<file path="src/rtl/program_counter.sv">
// Program counter for a simple sequencer: fetch address, branch, halt and
// retired-instruction count, sequenced by an IDLE/RUN/DONE state machine.
module program_counter #(
   parameter int unsigned PC_W       = 10,
   parameter int unsigned CNT_W      = 16,
   parameter int unsigned START_ADDR = 0
) (
   input  logic             CLK,
   input  logic             Reset_n,
   input  logic             Start,
   input  logic             Halt,
   input  logic             Branch,
   input  logic             Zero,
   input  logic [7:0]       Offset,
   output logic [PC_W-1:0]  PC,
   output logic             Done,
   output logic [CNT_W-1:0] InstCount
);

   localparam int unsigned ST_W = 2;

   localparam logic [ST_W-1:0] S_IDLE = 2'd0;
   localparam logic [ST_W-1:0] S_RUN  = 2'd1;
   localparam logic [ST_W-1:0] S_DONE = 2'd2;

   localparam logic [PC_W-1:0]  PC_START = PC_W'(START_ADDR);
   localparam logic [CNT_W-1:0] CNT_MAX  = '1;

   logic [ST_W-1:0]  state_q, state_nxt;
   logic [PC_W-1:0]  pc_q, pc_nxt;
   logic [CNT_W-1:0] cnt_q, cnt_nxt;
   logic             done_q;

   logic             take_branch;
   logic [PC_W-1:0]  offset_ext;
   logic [CNT_W-1:0] cnt_inc;

   // Branch decode, sign-extended displacement and saturating count step
   always_comb begin
      take_branch = Branch & Zero;
      offset_ext  = PC_W'($signed(Offset));
      cnt_inc     = (cnt_q == CNT_MAX) ? cnt_q : cnt_q + CNT_W'(1);
   end

   // State register; all architectural state resets asynchronously
   always_ff @(posedge CLK or negedge Reset_n) begin
      if (!Reset_n) begin
         state_q <= S_IDLE;
         pc_q    <= PC_START;
         cnt_q   <= '0;
         done_q  <= 1'b0;
      end else begin
         state_q <= state_nxt;
         pc_q    <= pc_nxt;
         cnt_q   <= cnt_nxt;
         done_q  <= (state_nxt == S_DONE);
      end
   end

   // Next-state, next-PC and next-count; halt outranks a taken branch
   always_comb begin
      state_nxt = state_q;
      pc_nxt    = pc_q;
      cnt_nxt   = cnt_q;
      unique case (state_q)
         S_IDLE: begin
            pc_nxt  = PC_START;
            cnt_nxt = '0;
            if (Start) begin
               state_nxt = S_RUN;
            end
         end
         S_RUN: begin
            cnt_nxt = cnt_inc;
            if (Halt) begin
               state_nxt = S_DONE;
            end else if (take_branch) begin
               pc_nxt = pc_q + offset_ext;
            end else begin
               pc_nxt = pc_q + PC_W'(1);
            end
         end
         S_DONE: begin
            if (Start) begin
               state_nxt = S_RUN;
               pc_nxt    = PC_START;
               cnt_nxt   = '0;
            end
         end
         default: begin
            state_nxt = S_IDLE;
            pc_nxt    = PC_START;
            cnt_nxt   = '0;
         end
      endcase
   end

   // Outputs come straight from registers
   always_comb begin
      PC        = pc_q;
      Done      = done_q;
      InstCount = cnt_q;
   end

endmodule

</file>
<file path="config.mk">
export PLATFORM = sky130hd
export DESIGN_NAME = program_counter
export DESIGN_NICKNAME = d
export VERILOG_FILES = /design/src/rtl/program_counter.sv
export SDC_FILE = /design/constraint.sdc
export NUM_CORES = 1
export LEC_CHECK = 0
export ABC_AREA = 1
export CORE_MARGIN = 2
export CORE_UTILIZATION = 29
export CTS_CLUSTER_DIAMETER = 100
export CTS_CLUSTER_SIZE = 24
export DETAILED_ROUTE_END_ITERATION = 6
export GPL_TIMING_DRIVEN = 0
export PLACE_DENSITY = 0.56
export SYNTH_ARGS = -nofsm -noshare
export SYNTH_HDL_FRONTEND = slang
export SYNTH_SLANG_ARGS = --single-unit
</file>
<file path="constraint.sdc">
create_clock -name CLK -period 3.8 [get_ports CLK]
set_clock_uncertainty 0.15 [all_clocks]
set_input_delay 0.76 -clock CLK [delete_from_list [all_inputs] [get_ports CLK]]
set_output_delay 0.76 -clock CLK [all_outputs]
set_load 0.02 [all_outputs]
</file>
# --- Yosys cells after proc, flatten, opt, wreduce, memory -nomap -nowiden ---
# Cells that the tools add are included.
op_classes:
  reduce_logical: 4
  mux: 10
  eq_ne: 7
  bitwise_logic: 1
  addsub: 3
ops:
  columns: ["cell", "count"]
  rows:
  - ["$mux W16", 2]
  - ["$pmux W16 S2", 1]
  - ["$mux W10", 3]
  - ["$pmux W10 S2", 1]
  - ["$add A16 B1 Y16 const B", 1]
  - ["$eq A16 B16 Y1 const B", 1]
  - ["$add A10 B1 Y10 const B", 1]
  - ["$add A10 B10 Y10", 1]
  - ["$ne A2 B2 Y1 const B", 3]
  - ["$eq A2 B2 Y1 const B", 2]
  - ["$mux W2", 2]
  - ["$pmux W2 S2", 1]
  - ["$reduce_and A2 Y1", 2]
  - ["$eq A2 B1 Y1 const B", 1]
  - ["$logic_not A2 Y1", 1]
  - ["$reduce_or A2 Y1", 1]
  - ["$and A1 B1 Y1", 1]
word_totals:
  inputBits: 14
  ff_bits: 29

# --- Logic depth before layout (Yosys ltp) ---
# Gate-level depths: netlist of the first run.
logic_depth:
  depth_word: 4
  mapped_depth: 14
  ltp_nobuf: 14

# --- Worst setup path before layout of the first run ---
# OpenSTA, ideal clock, no wires.
synth_path:
  path_kind: "input-to-reg"
  start: "in Branch"
  end: "reg pc_q[6], in the netlist PC[6]"
  path_buffers: 0
  setup_slack_ns: 1.386
  t_required_ns: 3.533
  t_arrival_ns: 2.147
  path_stages: 13
  cell_sequence: "nand2_1 or2_2 ha_1 inv_1 fa_1 inv_1 nand3_1 nand2_1 nand3_1 nand2_1 nand2_1 nand3_1 nand2_1"
synth_via:
  elab_chain_len: 4
synth_lines:
  columns: ["element", "line", "text"]
  rows:
  - ["from (decl)", "12", "input logic Branch,"]
  - ["$and A1 B1 Y1", "40", "take_branch = Branch & Zero;"]
  - ["$mux W10", "77", "end else if (take_branch) begin"]
  - ["$mux W10", "75", "if (Halt) begin"]
  - ["$pmux W10 S2", "65", "unique case (state_q)"]
  - ["to (signal assigned)", "54", "pc_q <= pc_nxt;"]
  - ["to (decl)", "30", "logic [PC_W-1:0] pc_q, pc_nxt;"]
# Every way passes these cells. The select of a mux whose other input is x is not followed.
# A chain may end at the register's enable or synchronous reset.

# --- Final worst setup path of the first run ---
# Same ends and word-level chain as after synthesis.

==> results.txt, run 1 <==
critical path type -> in -> reg
Sink Count -> 29
worst-path fanout max -> 8
Final nets -> 368
Final Hold Fails -> 0
slowest stage delay, CP -> 0.42 ns
Reg clk slew, reported paths -> 0.07 ns
ANT nets after route -> 0
Ports -> 41
worst hold path class -> reg -> reg
cells after synthesis -> 296
total DRC errors in the routed layout -> 0
row cnt -> 30
slowest CP cell -> clkdlybuf4s50_1
routed vias -> 2042
H-tree Lvls -> 2
VDD IR-drop max -> 0.158 mV
Total Wirelength -> 5.14 mm
diode count -> 0
HP Start -> state_q[0]$_DFF_PN0_
pre-CTS setup slack -> 0.617 ns
Initial Utilization -> 29.9%
Root Driver -> clkbuf_8
Distinct cells, synth -> 27
routability cong. -> 0.864
setup TNS -> 0 ns
Max Cap Viol -> 0
Worst-Margin Slew -> 0.691 ns
Detail Placement HPWL -> 3.79 mm
Synth Area per Inst -> 6.86 sq um
port bufs -> 40
worst relative slew slack -> 53.9%
total power -> 0.920 mW
initial antenna violation count -> 0
r2r startpoint -> PC[0]$_DFFE_PN0P_
first-pass GRT wire length -> 8.69 mm
sw frac -> 31.2%
WL per Instance -> 11.7 microns
Top delay family on crit path -> simple AND/OR/NAND/NOR gates
period utilization -> 75.4%
clk_lat worst skew -> 0.29 ns
yosys warns -> 0
clock share of power -> 37.4%
post-synthesis sequential area ratio -> 35.7%
placeable core region -> 0.00679 sq mm
# resized after CTS -> 0
Reg power frac -> 39.1%
final hold slack -> 0.316 ns
Chip Width -> 87.7 microns
vias in the first global route -> 1899
Tmin final -> 2.87 ns
post-layout util -> 39.2%
worst path bufs/invs -> 3
Total Routing Usage GR -> 14.3%
Via density -> 4.64
CP Launch Point -> Branch
CP Launch Type -> input pin
Clock Path Buffers -> 2
Starting DRT DRC Count -> 88
power per cell area -> 345 mW/mm^2
Slew Limit Fails -> 0
Logic pwr share -> 23.6%
net load switching power -> 0.287 mW
WP data arrival -> 2.89 ns
most frequent CP cell -> nand2_1
Critical Path Stages -> 14
grt total ovfl -> 0
CTS Hold Bufs -> 0
Reg2Reg Depth -> 11
Pre-Repair DR Iteration Count -> 4
Synth Net Count -> 321
share of layout cells above drive strength 1 -> 7.56%
die area -> 0.00769 sq mm
RSZ-0062 raised after global routing -> no
pin count of the biggest net entering global routing -> 30
Pint -> 0.634 mW
fmax -> 349 MHz
area grow syn2layout -> 31.1%
status -> complete, no violations
Mapped Area -> 0.00203 sq mm
Critical Path End Type -> register
Pleak -> 1.28 nW
CTS tree -> done
#FFs+latches synth -> 29
Die H -> 87.7 microns
slack of the critical path -> 0.933 ns
post-CTS setup repair buffer count -> 0
WP data required -> 3.82 ns
Num CTS Buffers -> 5
worst hold stages -> 1
worst-path cell chain -> clkdlybuf4s50_1 > nand2_1 > or2_2 > ha_1 > inv_1 > fa_1 > inv_1 > nand3_1 > nand2_1 > nand3_1 > nand2_1 > nand2_1 > nand3_1 > nand2_1
Final Setup Violations -> 0
[kinds of logic (layout without fill, tap and decap cells)]
logic type | count (synthesis) | in the layout | share of synthesized area, %
buffers and inverters | 43 | 91 | 8.74
adder cells (fa/ha/maj) | 11 | 11 | 7.14
AND/OR/NAND/NOR | 178 | 178 | 37.6
AO/OA/AOI/OAI | 29 | 29 | 8.25
XOR/XNOR | 6 | 6 | 2.59
flip-flops | 29 | 29 | 35.7
[sequential cells by signal, indices dropped and copies added, names as in the netlist]
register	count
Done	1
state_q	2
InstCount	16
PC	10
[layout make-up]
| cell class | count | area, sq um |
|---|---|---|
| fill | 721 | 4130 |
| multi-input combinational | 224 | 1130 |
| sequential | 29 | 726 |
| timing repair buffer | 40 | 395 |
| inverter | 39 | 149 |
| tap | 96 | 120 |
| clock buffer | 7 | 86.3 |
| clock inverter | 1 | 30.0 |
| buffer | 4 | 28.8 |
[cells in the mapped netlist (all sizes together)]
cell / number / area share (%)
xor2: 6 / 2.6
o21bai: 1 / 0.37
nor2: 36 / 7.3
o31ai: 1 / 0.37
nand3b: 1 / 0.37
fa: 1 / 0.99
dfrtp: 29 / 36
ha: 10 / 6.2
nand2: 95 / 18
a22o: 1 / 0.43
a21oi: 6 / 1.5
nor3: 2 / 0.49
nand3: 31 / 7.9
buf: 4 / 1.4
o21a: 1 / 0.37
o21ai: 19 / 5.2
nand4: 10 / 3.1
inv: 39 / 7.3
or2: 3 / 0.92
[routing by layer]
metal,global-route usage [%],routed length [microns],part of all wire (%)
met1,17.6,2340,46
met2,25.3,2500,49
met3,3.96,271,5.3
met4,2.52,28,0.54
met5,0,0,0
[worst paths after layout]
| kind | endpoint | slack (ns) |
|---|---|---|
| worst min register to register | state_q[0]$_DFF_PN0_ | 0.32 |
| worst min-delay path | state_q[0]$_DFF_PN0_ | 0.32 |
| min in group asynchronous | InstCount[10]$_DFFE_PN0P_ | 0.36 |
| worst max-delay path | PC[6]$_DFFE_PN0P_ | 0.93 |
| worst max register to register | PC[6]$_DFFE_PN0P_ | 1.87 |
| max in group asynchronous | PC[0]$_DFFE_PN0P_ | 2.69 |
[per-stage QoR]
stage | cells | instance area [sq um]
after floorplan | 296 | 2030
after global placement | 432 | 2550
after detailed placement | 432 | 2550
after CTS | 440 | 2660
after global routing | 440 | 2660
final | 440 | 2660
[power groups by stage]
stage                     Combinational, mW  Clock [mW]  Sequential, mW
after CTS                             0.220       0.351           0.360
after detailed placement              0.220           0           0.366
final                                 0.217       0.344           0.359
after global placement                0.219           0           0.365
after floorplan                       0.103           0           0.384
after global routing                  0.244       0.363           0.365
[layout by cell type (no fill, tap or decap)]
cell type	netlist	routed
a21oi_1	6	6
a22o_1	1	1
buf_2	2	3
buf_4	1	1
buf_6	1	1
bufinv_16	0	1
clkbuf_1	0	1
clkbuf_8	0	6
clkdlybuf4s50_1	0	39
dfrtp_1	29	29
fa_1	1	1
ha_1	10	10
inv_1	37	37
inv_2	1	1
inv_4	1	1
nand2_1	95	95
nand3_1	30	30
nand3_2	1	1
nand3b_1	1	1
nand4_1	10	10
nor2_1	31	31
nor2_2	5	5
nor3_1	2	2
o21a_1	1	1
o21ai_0	12	12
o21ai_1	4	4
o21ai_2	3	3
o21bai_1	1	1
o31ai_1	1	1
or2_2	3	3
xor2_1	6	6
Power figures use the tool's default switching activity.
==> run 2: changes to the inputs <==
- clock period: 3.8 -> 2.69 ns (I/O delays scaled with it)
==> results.txt, run 2 (synthesis results as in run 1) <==
Reg clk slew, reported paths -> 0.07 ns (about the same)
Final Setup Violations -> 0 (unchanged)
routed vias -> 2041 (was 2042)
slack of the critical path -> 0.173 ns (was 0.933 ns)
commonest cells after routing, fill and taps aside -> nand2_1 (94), clkdlybuf4s50_1 (39), inv_1 (37), nor2_1 (31), nand3_1 (30) (was nand2_1 (95), clkdlybuf4s50_1 (39), inv_1 (37), nor2_1 (31), nand3_1 (30))
CP Launch Type -> input pin (unchanged)
Clock Path Buffers -> 2 (unchanged)
Slew Limit Fails -> 0 (unchanged)
die area -> 0.00769 sq mm (unchanged)
share of layout cells above drive strength 1 -> 7.85% (was 7.56%)
Root Driver -> clkbuf_8 (unchanged)
row cnt -> 30 (unchanged)
most common library cell in the layout ignoring fill and taps -> nand2_1 (unchanged)
status -> complete, no violations (unchanged)
worst relative slew slack -> 53.9% (about the same)
most frequent CP cell -> nand2_1 (unchanged)
diode count -> 0 (unchanged)
period utilization -> 93.6%
Num CTS Buffers -> 5 (unchanged)
CTS Hold Bufs -> 0 (unchanged)
initial antenna violation count -> 0 (unchanged)
grt total ovfl -> 0 (unchanged)
RSZ-0062 raised after global routing -> no (unchanged)
Logic pwr share -> 23.6% (about the same)
VDD IR-drop max -> 0.223 mV (was 0.158 mV)
critical path type -> in -> reg (unchanged)
clk_lat worst skew -> 0.29 ns (about the same)
worst hold path class -> in -> async (was reg -> reg)
Max Cap Viol -> 0 (unchanged)
sw frac -> 31.2% (about the same)
Starting DRT DRC Count -> 88 (unchanged)
worst-path fanout max -> 8 (unchanged)
Finished Layout Cells -> 440 (unchanged)
Final Hold Fails -> 0 (unchanged)
Via density -> 4.64 (about the same)
placed cells -> 432 (unchanged)
Ports -> 41 (unchanged)
routability cong. -> 0.864 (unchanged)
slowest stage delay, CP -> 0.46 ns (was 0.42 ns)
R2R setup slack -> 0.76 ns (was 1.87 ns)
net load switching power -> 0.406 mW (was 0.287 mW)
Reg power frac -> 39.0% (was 39.1%)
Chip Width -> 87.7 microns (unchanged)
CTS tree -> done (unchanged)
Sink Count -> 29 (unchanged)
power per cell area -> 487 mW/mm^2 (was 345 mW/mm^2)
first-pass GRT wire length -> 8.69 mm (unchanged)
Die H -> 87.7 microns (unchanged)
placeable core region -> 0.00679 sq mm (unchanged)
Total Routing Usage GR -> 14.3% (unchanged)
slowest CP cell -> clkdlybuf4s50_1 (unchanged)
area grow syn2layout -> 31.5% (was 31.1%)
vias in the first global route -> 1899 (unchanged)
pre-CTS setup slack -> -0.271 ns (was 0.617 ns)
Critical Path End Type -> register (unchanged)
worst-path cell chain -> clkdlybuf4s50_1 > nand2_4 > or2_2 > ha_1 > inv_1 > fa_1 > inv_1 > nand3_1 > nand2_1 > nand3_1 > nand2_1 > nand2_1 > nand3_1 > nand2_1 (was clkdlybuf4s50_1 > nand2_1 > or2_2 > ha_1 > inv_1 > fa_1 > inv_1 > nand3_1 > nand2_1 > nand3_1 > nand2_1 > nand2_1 > nand3_1 > nand2_1)
fmax -> 397 MHz
WP data arrival -> 2.54 ns (was 2.89 ns)
Pleak -> 1.28 nW (about the same)
Tmin final -> 2.52 ns
Reg2Reg Depth -> 11 (unchanged)
max reg flops -> 16 (unchanged)
r2r startpoint -> PC[0]$_DFFE_PN0P_ (unchanged)
Total Wirelength -> 5.14 mm (about the same)
Pint -> 0.896 mW (was 0.634 mW)
H-tree Lvls -> 2 (unchanged)
pin count of the biggest net entering global routing -> 30 (unchanged)
Pre-Repair DR Iteration Count -> 4 (unchanged)
clock share of power -> 37.4% (about the same)
Detail Placement HPWL -> 3.79 mm (unchanged)
CP Launch Point -> Branch (unchanged)
Worst-Margin Slew -> 0.691 ns (about the same)
WP data required -> 2.71 ns (was 3.82 ns)
Final nets -> 368 (unchanged)
ANT nets after route -> 0 (unchanged)
total DRC errors in the routed layout -> 0 (unchanged)
WL per Instance -> 11.7 microns (about the same)
worst r2r dst -> PC[6]$_DFFE_PN0P_ (unchanged)
post-layout util -> 39.3% (was 39.2%)
port bufs -> 40 (unchanged)
Initial Utilization -> 29.9% (unchanged)
-- run 2: cell type report --
type / instances / area [sq um]
Fill cell: 720 / 4120
Timing Repair Buffer: 40 / 395
Inverter: 39 / 149
Clock inverter: 1 / 30.0
Buffer: 4 / 28.8
Sequential cell: 29 / 726
Tap cell: 96 / 120
Multi-Input combinational cell: 224 / 1140
Clock buffer: 7 / 86.3
-- run 2: worst max path at each step --
stage | end | depth (start not counted)
6_report | PC[6]$_DFFE_PN0P_ | 14
4_1_cts | PC[6]$_DFFE_PN0P_ | 14
3_5_place_dp | PC[6]$_DFFE_PN0P_ | 14
3_3_place_gp | PC[6]$_DFFE_PN0P_ | 14
5_1_grt | PC[6]$_DFFE_PN0P_ | 14
2_1_floorplan | PC[6]$_DFFE_PN0P_ | 13
-- run 2: power by group through the flow --
| stage | clock network [mW] | logic (mW) | registers [mW] |
|---|---|---|---|
| floorplan | 0 | 0.146 | 0.543 |
| global placement | 0 | 0.309 | 0.516 |
| detailed placement | 0 | 0.311 | 0.517 |
| CTS | 0.496 | 0.311 | 0.508 |
| global route | 0.513 | 0.346 | 0.515 |
| finish | 0.486 | 0.307 | 0.508 |
-- run 2: repair_timing --
action | in CTS | in global routing
buffers inserted | 0 | 0
resized for setup | 0 | 2
setup endpoints to repair | 0 | 2
-- run 2: routing by layer --
metal | track usage, % | vias to the layer above | wire, microns
met3 | 3.96 | 5 | 271
met4 | 2.52 | 0 | 28
li1 | - | 1048 | -
met5 | 0 | - | 0
met1 | 17.6 | 931 | 2340
met2 | 25.3 | 57 | 2500
-- run 2: critical path, delay by kind of cell --
family	cells	cell delay (ns)
simple gates	9	0.81
buf+inv	3	0.60
fa+ha+maj	2	0.58
-- run 2: metrics by stage --
step,setup TNS [ns],instance area [sq um],power (mW),hold slack (ns)
2_1_floorplan,0,2030,0.689,0.0924
3_3_place_gp,-0.650,2550,0.825,0.291
3_5_place_dp,-0.716,2550,0.827,0.300
4_1_cts,0,2660,1.32,0.171
5_1_grt,0,2670,1.37,0.191
6_report,0,2670,1.30,0.141
==> run 3: changes to the inputs <==
- CTS_CLUSTER_SIZE: 24 -> 16
- REMOVE_ABC_BUFFERS: default -> 1
- TNS_END_PERCENT: default -> 1
==> results.txt, run 3 (synthesis results as in run 1) <==
status -> complete, no violations (unchanged)
slowest CP cell -> clkdlybuf4s50_1 (unchanged)
Critical Path End Type -> register (unchanged)
CP Launch Type -> input pin (unchanged)
clock share of power -> 31.0% (was 37.4%)
Starting DRT DRC Count -> 96 (was 88)
post-layout util -> 38.4% (was 39.3%)
most common library cell in the layout ignoring fill and taps -> nand2_1 (unchanged)
H-tree Lvls -> 2 (unchanged)
Worst-Margin Slew -> 0.900 ns (was 0.691 ns)
worst-path fanout max -> 8 (unchanged)
pin count of the biggest net entering global routing -> 30 (unchanged)
Final nets -> 364 (was 368)
slowest stage delay, CP -> 0.46 ns (about the same)
net load switching power -> 0.395 mW (was 0.406 mW)
routability cong. -> 0.839 (was 0.864)
Initial Utilization -> 29.9% (unchanged)
period utilization -> 93.0% (was 93.6%)
share of layout cells above drive strength 1 -> 6.47% (was 7.85%)
RSZ-0062 raised after global routing -> no (unchanged)
total power -> 1.16 mW (was 1.30 mW)
worst r2r dst -> InstCount[0]$_DFFE_PN0P_ (was PC[6]$_DFFE_PN0P_)
Die H -> 87.7 microns (unchanged)
WL per Instance -> 11.5 microns (was 11.7 microns)
final hold slack -> 0.161 ns (was 0.141 ns)
Pleak -> 1.24 nW (was 1.28 nW)
initial antenna violation count -> 0 (unchanged)
Reg power frac -> 43.7% (was 39.0%)
CTS Hold Bufs -> 0 (unchanged)
area grow syn2layout -> 28.4% (was 31.5%)
Detail Placement HPWL -> 3.67 mm (was 3.79 mm)
worst-path cell chain -> clkdlybuf4s50_1 > nand2_4 > or2_2 > ha_1 > inv_1 > fa_1 > inv_1 > nand3_1 > nand2_2 > nand3_1 > nand2_1 > nand2_1 > nand3_1 > nand2_1 (was clkdlybuf4s50_1 > nand2_4 > or2_2 > ha_1 > inv_1 > fa_1 > inv_1 > nand3_1 > nand2_1 > nand3_1 > nand2_1 > nand2_1 > nand3_1 > nand2_1)
Post-DP Area -> 0.00252 sq mm (was 0.00255 sq mm)
Final Setup Violations -> 0 (unchanged)
first-pass GRT wire length -> 8.76 mm (was 8.69 mm)
diode count -> 0 (unchanged)
slack of the critical path -> 0.188 ns (was 0.173 ns)
max reg flops -> 16 (unchanged)
Reg2Reg Depth -> 8 (was 11)
r2r startpoint -> InstCount[0]$_DFFE_PN0P_ (was PC[0]$_DFFE_PN0P_)
total DRC errors in the routed layout -> 0 (unchanged)
WP data required -> 2.72 ns (was 2.71 ns)
vias in the first global route -> 1934 (was 1899)
ANT nets after route -> 0 (unchanged)
die area -> 0.00769 sq mm (unchanged)
CTS tree -> done (unchanged)
clk_lat worst skew -> 0.28 ns (was 0.29 ns)
Max Cap Viol -> 0 (unchanged)
Root Driver -> clkbuf_8 (unchanged)
Chip Width -> 87.7 microns (unchanged)
# resized after CTS -> 0 (unchanged)
Clock Path Buffers -> 2 (unchanged)
Tmin final -> 2.50 ns (was 2.52 ns)
Sink Count -> 29 (unchanged)
critical path type -> in -> reg (unchanged)
Num CTS Buffers -> 5 (unchanged)
Reg clk slew, reported paths -> 0.07 ns (about the same)
placeable core region -> 0.00679 sq mm (unchanged)
pre-CTS setup slack -> -0.281 ns (was -0.271 ns)
worst hold path class -> in -> async (unchanged)
design area -> 0.00261 sq mm (was 0.00267 sq mm)
Slew Limit Fails -> 0 (unchanged)
Total Wirelength -> 5.02 mm (was 5.14 mm)
post-CTS setup repair buffer count -> 0 (unchanged)
placed cells -> 428 (was 432)
Finished Layout Cells -> 436 (was 440)
row cnt -> 30 (unchanged)
routed vias -> 2005 (was 2041)
commonest cells after routing, fill and taps aside -> nand2_1 (93), clkdlybuf4s50_1 (39), inv_1 (37), nor2_1 (31), nand3_1 (30) (was nand2_1 (94), clkdlybuf4s50_1 (39), inv_1 (37), nor2_1 (31), nand3_1 (30))
Final Hold Fails -> 0 (unchanged)
Via density -> 4.60 (was 4.64)
sw frac -> 33.9% (was 31.2%)
Ports -> 41 (unchanged)
VDD IR-drop max -> 0.232 mV (was 0.223 mV)
grt total ovfl -> 0 (unchanged)
Pint -> 0.769 mW (was 0.896 mW)
setup TNS -> 0 ns (unchanged)
WP data arrival -> 2.53 ns (was 2.54 ns)
fmax -> 400 MHz (was 397 MHz)
R2R setup slack -> 0.37 ns (was 0.76 ns)
power per cell area -> 446 mW/mm^2 (was 487 mW/mm^2)
worst relative slew slack -> 39.6% (was 53.9%)
Logic pwr share -> 25.4% (was 23.6%)
port bufs -> 40 (unchanged)
Pre-Repair DR Iteration Count -> 4 (unchanged)
Total Routing Usage GR -> 14.5% (was 14.3%)
==> run 3: area by class of cell <==
type	instances	area [sq um]
Clock buffer	8	80.1
Timing Repair Buffer	40	395
Sequential cell	29	726
Fill cell	745	4190
Inverter	39	149
Tap cell	96	120
Multi-Input combinational cell	224	1140
==> run 3: power groups by stage <==
stage                     logic [mW]  clock network, mW  registers [mW]
final                          0.295              0.360           0.508
after global routing           0.330              0.396           0.514
after CTS                      0.300              0.377           0.508
after detailed placement       0.299                  0           0.516
after global placement         0.297                  0           0.516
after floorplan                0.135                  0           0.543
==> run 3: layer usage <==
metal | GRT usage [%] | wire, microns | share of wire, % | up-vias
met5 | 0 | 0 | 0 | -
met4 | 5.03 | 40 | 0.80 | 0
met3 | 3.49 | 233 | 4.6 | 4
met2 | 24.5 | 2350 | 47 | 41
met1 | 18.1 | 2400 | 48 | 925
li1 | - | - | - | 1035
==> run 3: worst max-delay path by stage <==
stage / end / cells after the start / startpoint / slack (ns)
6_report: PC[6]$_DFFE_PN0P_ / 14 / Branch / 0.19
3_3_place_gp: PC[6]$_DFFE_PN0P_ / 14 / Branch / -0.27
3_5_place_dp: PC[6]$_DFFE_PN0P_ / 14 / Branch / -0.28
4_1_cts: PC[6]$_DFFE_PN0P_ / 14 / Branch / 0.03
2_1_floorplan: PC[6]$_DFFE_PN0P_ / 13 / Branch / 0.50
5_1_grt: PC[6]$_DFFE_PN0P_ / 14 / Branch / 0.02
==> run 3: worst max-delay path, delay by kind of cell <==
family                     cells  cell delay, ns
buffers and inverters          3            0.60
adders and majority gates      2            0.60
and+or+nand+nor                9            0.77
